===== config.mk =====
export PLATFORM = sky130hd
export DESIGN_NAME = fetch_stage
export DESIGN_NICKNAME = d
export VERILOG_FILES = /design/src/rtl/fetch_stage.sv
export SDC_FILE = /design/constraint.sdc
export NUM_CORES = 1
export LEC_CHECK = 0
export CORE_AREA = 5 5 120 122
export DETAILED_ROUTE_END_ITERATION = 7
export DIE_AREA = 0 0 125 127
export DONT_BUFFER_PORTS = 1
export GPL_ROUTABILITY_DRIVEN = 1
export PLACE_DENSITY = 0.51
export SLEW_MARGIN = 20
export SYNTH_ARGS = -nofsm -noshare
export SYNTH_HDL_FRONTEND = slang
export SYNTH_SLANG_ARGS = --single-unit

===== constraint.sdc =====
create_clock -name clk -period 2.85 [get_ports clk]
set_clock_uncertainty 0.05 [all_clocks]
set_input_delay 0.4275 -clock clk [delete_from_list [all_inputs] [get_ports clk]]
set_output_delay 0.4275 -clock clk [all_outputs]
set_load 0.1 [all_outputs]

===== src/rtl/fetch_stage.sv =====
// MiniMIPS instruction fetch: PC, IF/ID register and RUN/HALT control.
// Optional feature macro: IF_ALIGN_CHECK_EN (sticky misaligned-redirect flag).
module fetch_stage #(
    parameter logic [31:0] RESET_PC   = 32'h0000_0000,
    parameter logic [31:0] HALT_INSTR = 32'hFC00_0000
) (
    input  logic        clk,
    input  logic        rst_n,
    output logic [31:0] imem_addr,
    input  logic [31:0] imem_rdata,
    input  logic        stall,
    input  logic        flush,
    input  logic        redirect,
    input  logic [31:0] redirect_pc,
    output logic [31:0] if_id_instr,
    output logic [31:0] if_id_pc4,
    output logic        if_id_valid,
    output logic        halted,
    output logic        misalign_err
);

    typedef enum logic {RUN = 1'b0, HALT = 1'b1} state_t;

    state_t      state_q, state_d;
    logic [31:0] pc_q, pc_d;
    logic [31:0] pc4;
    logic [31:0] instr_q, instr_d;
    logic [31:0] ifpc4_q, ifpc4_d;
    logic        valid_q, valid_d;
    logic        load_en;

    assign pc4       = pc_q + 32'd4;
    assign load_en   = (state_q == RUN) && !stall && !flush;
    assign imem_addr = pc_q;

    always_comb begin
        if (redirect)
            pc_d = {redirect_pc[31:2], 2'b00};
        else if (state_q == HALT || stall)
            pc_d = pc_q;
        else
            pc_d = pc4;
    end

    // Flush outranks stall so a stalled slot can still be turned into a bubble.
    always_comb begin
        instr_d = instr_q;
        ifpc4_d = ifpc4_q;
        valid_d = valid_q;
        if (flush || (!stall && state_q == HALT)) begin
            instr_d = 32'd0;
            ifpc4_d = 32'd0;
            valid_d = 1'b0;
        end else if (!stall) begin
            instr_d = imem_rdata;
            ifpc4_d = pc4;
            valid_d = 1'b1;
        end
    end

    always_comb begin
        state_d = state_q;
        case (state_q)
            RUN:  if (load_en && imem_rdata == HALT_INSTR) state_d = HALT;
            HALT: if (redirect) state_d = RUN;
            default: state_d = RUN;
        endcase
    end

    always_ff @(posedge clk or negedge rst_n) begin
        if (!rst_n) begin
            state_q <= RUN;
            pc_q    <= RESET_PC;
            instr_q <= 32'd0;
            ifpc4_q <= 32'd0;
            valid_q <= 1'b0;
        end else begin
            state_q <= state_d;
            pc_q    <= pc_d;
            instr_q <= instr_d;
            ifpc4_q <= ifpc4_d;
            valid_q <= valid_d;
        end
    end

`ifdef IF_ALIGN_CHECK_EN
    logic misalign_q, misalign_d;

    assign misalign_d = misalign_q | (redirect && (redirect_pc[1:0] != 2'b00));

    always_ff @(posedge clk or negedge rst_n) begin
        if (!rst_n)
            misalign_q <= 1'b0;
        else
            misalign_q <= misalign_d;
    end

    assign misalign_err = misalign_q;
`else
    logic unused_low_bits;

    assign unused_low_bits = ^redirect_pc[1:0];
    assign misalign_err    = 1'b0;
`endif

    assign if_id_instr = instr_q;
    assign if_id_pc4   = ifpc4_q;
    assign if_id_valid = valid_q;
    assign halted      = (state_q == HALT);

endmodule

==> metrics.yaml <==
timing:
  rsz0062_at_grt: "no"
  drv_slew: 0
  worstMarginPinSlew_ns: 0.9973
  post-route-period-util: 0.8914
  max-slew-margin-rel: 0.3351
  finalHoldViolCount: 0
  setup_violations: 0
  timing.setup.tns_ns: 0
  max_freq_mhz: 393.6
  finalCriticalPeriod_ns: 2.541
synthesis:
  ys.flop_type: "dfrtp_1"
  synthTopCellsByArea: "dfrtp_1 48%, a22o_1 6.1%, nand2_1 4.7%, xnor2_1 3.2%, or4_1 2.9%"
  ys_types: 56
  syn_area_per_cell_um2: 9.941
  synth_top_area_frac: 0.4800
  synthTopCellsByCount: "94 x dfrtp_1, 61 x nand2_1, 34 x a22o_1"
  synth-async-reset-ratio: 1.000
  synth_area_um2: 4901
  ys_seq_area_frac: 0.4800
  synth.most_common_cell: "dfrtp_1"
  synth_area_leader_cell: "dfrtp_1"
  ys_seq_elements: 94
  ys_warn_count: 0
  synth_edf_count: 0
  synthCells: 493
global_routing:
  gr-total-overflow: 0
  track_usage: 0.1900
  grt_max_degree: 95
  use_met2: 0.2812
  grt_pass1_wl_mm: 23.89
  use_met1: 0.2659
  grt_pass1_vias: 3930
  antenna_found_initial: 0
  busiest_layer: "met2"
  met3_usage: 0.05593
clock_tree:
  hold_buffers: 2
  clk_latency_ns: 0.35
  cts_setup_buffers: 0
  clk_pin_slew_ns: 0.07
  h-tree-depth: 3
  cts_sinks: 94
  cts_buffers: 9
  clock_path_buffers: 2
  cts_tree: "done"
  cts_resized: 0
  cts_root_buf: "clkbuf_16"
die:
  die_h_um: 127
  die_w_um: 125
  io_pins: 168
  core_area_um2: 13090
  fp-row-count: 42
  die_area_um2: 15880
  start_util: 0.3745
final_layout:
  layout-drive-gt1-share: 0.1537
  antennaDiodeCount: 0
  area_growth_syn_to_layout_pct: 11.64
  final_area_um2: 5472
  nets: 566
route:
  firstDrtPassIters: 4
  drtIter0Drc: 318
  detail-route-antenna-nets: 0
  dr_total_vias: 4026
  route.detailed.drc: 0
  drt_wl_total_mm: 15.17
  wl_per_cell_um: 22.40
  via_per_inst: 5.947
job:
  max_cap_violations: 0
worst_setup_path:
  cp-end-kind: "flop"
  crit_required_ns: 3.07
  startpoint_type: "flop"
  reg2reg_from: "imem_addr[2]"
  crit_buf_inv: 0
  crit_arrival_ns: 2.76
  slowest_stage: "or4_4"
  cp_max_fo: 25
  slowest_delay_ns: 0.74
  crit_chain: "ha_1, nand4_4, or4_4, or4_1, a31oi_1"
  crit_start: "imem_addr[2]"
  critical_path_class: "reg -> reg"
  cp_top_family: "simple AND/OR/NAND/NOR gates"
power_and_ir_drop:
  switching_share: 0.4237
  peakVddDrop_mv: 0.2593
  pwr-share-clk: 0.319
  p_total_uw: 3977
  powerDensity_nw_per_um2: 726.8
  p_seq_frac: 0.498
  combPwrFrac: 0.183
  power_switching_uw: 1685
  p_int_uw: 2292
  p_leak_uw: 0.002185
placed_design:
  dpl_cell_area_um2: 5125
  io_buffers: 0
  dp_hpwl_mm: 10.71
  gp_congestion: 0.8129
hold_path:
  min-delay-start: "redirect"
  min_path_type: "in -> reg"
outcome:
  status: "finished clean"
cell families after synthesis:
group           after synthesis  share of synthesized area
compound gates              110                     0.1700
other cells                   1                  0.0007652
xor+xnor                     28                    0.05004
mux                           1                   0.002042
fa+ha+maj                     1                   0.002553
buf+inv                      55                    0.07122
flops                        94                     0.4800
simple gates                203                     0.2234
power groups by stage:
stage	Sequential, µW	Combinational (µW)	Clock, µW
floorplan	2250	316	0
global placement	2010	690	0
detailed placement	2010	697	0
CTS	1980	733	1310
global route	2000	775	1360
finish	1980	729	1270
layout make-up:
| cell class | instances | area [µm²] |
|---|---|---|
| clock buffer | 9 | 225.2 |
| inverter | 3 | 11.26 |
| sequential | 94 | 2366 |
| timing repair buffer | 40 | 335.3 |
| multi-input combinational | 348 | 2230 |
| fill | 1289 | 7614 |
| clock inverter | 7 | 83.83 |
| tap | 176 | 220.2 |
worst paths after layout:
path                       depth (start not counted)            end  slack, ns
max in group asynchronous                          2   imem_addr[5]       1.72
min in group asynchronous                          2    if_id_valid       0.60
max reg2reg                                        5  imem_addr[30]       0.31
max                                                5  imem_addr[30]       0.31
min reg2reg                                        2  imem_addr[27]       0.57
min                                                1         halted       0.13
per-layer routing:
layer	vias up	share of wire
met3	24	0.079
met4	0	0.021
met2	140	0.46
met1	2014	0.44
met5	-	0
li1	1848	-
metrics by stage:
step	setup WS, ns	utilization	std cells	hold WS (ns)
5_1_grt	0.2283	0.4181	677	0.1110
2_1_floorplan	0.01166	-	497	0.08191
3_5_place_dp	0.3455	0.3917	659	0.08501
3_3_place_gp	0.3889	0.3917	659	0.08503
4_1_cts	0.3255	0.4181	677	0.09843
6_report	0.3094	0.4181	677	0.1265
placed cells by master, fill, tap and decap left out, types with 5 or more instances in the layout:
master      n
a31oi_1     9
nand2_1    61
xor2_1     10
nor4_1     16
nand4_1    19
o21ai_0    28
dfrtp_1    83
conb_1      5
a22o_1     34
a221o_1     7
o31ai_1     7
clkbuf_16   9
nor3_1     13
o211ai_1    9
dfrtp_2    11
nor2_1     24
nand3_1    23
or4_1      19
buf_4      37
xnor2_1    18
registers in the layout, summed over array words and instances, names as in the netlist:
signal       count
halted           1
imem_addr       30
if_id_instr     32
if_id_pc4       30
if_id_valid      1
Power figures use the tool's default switching activity.
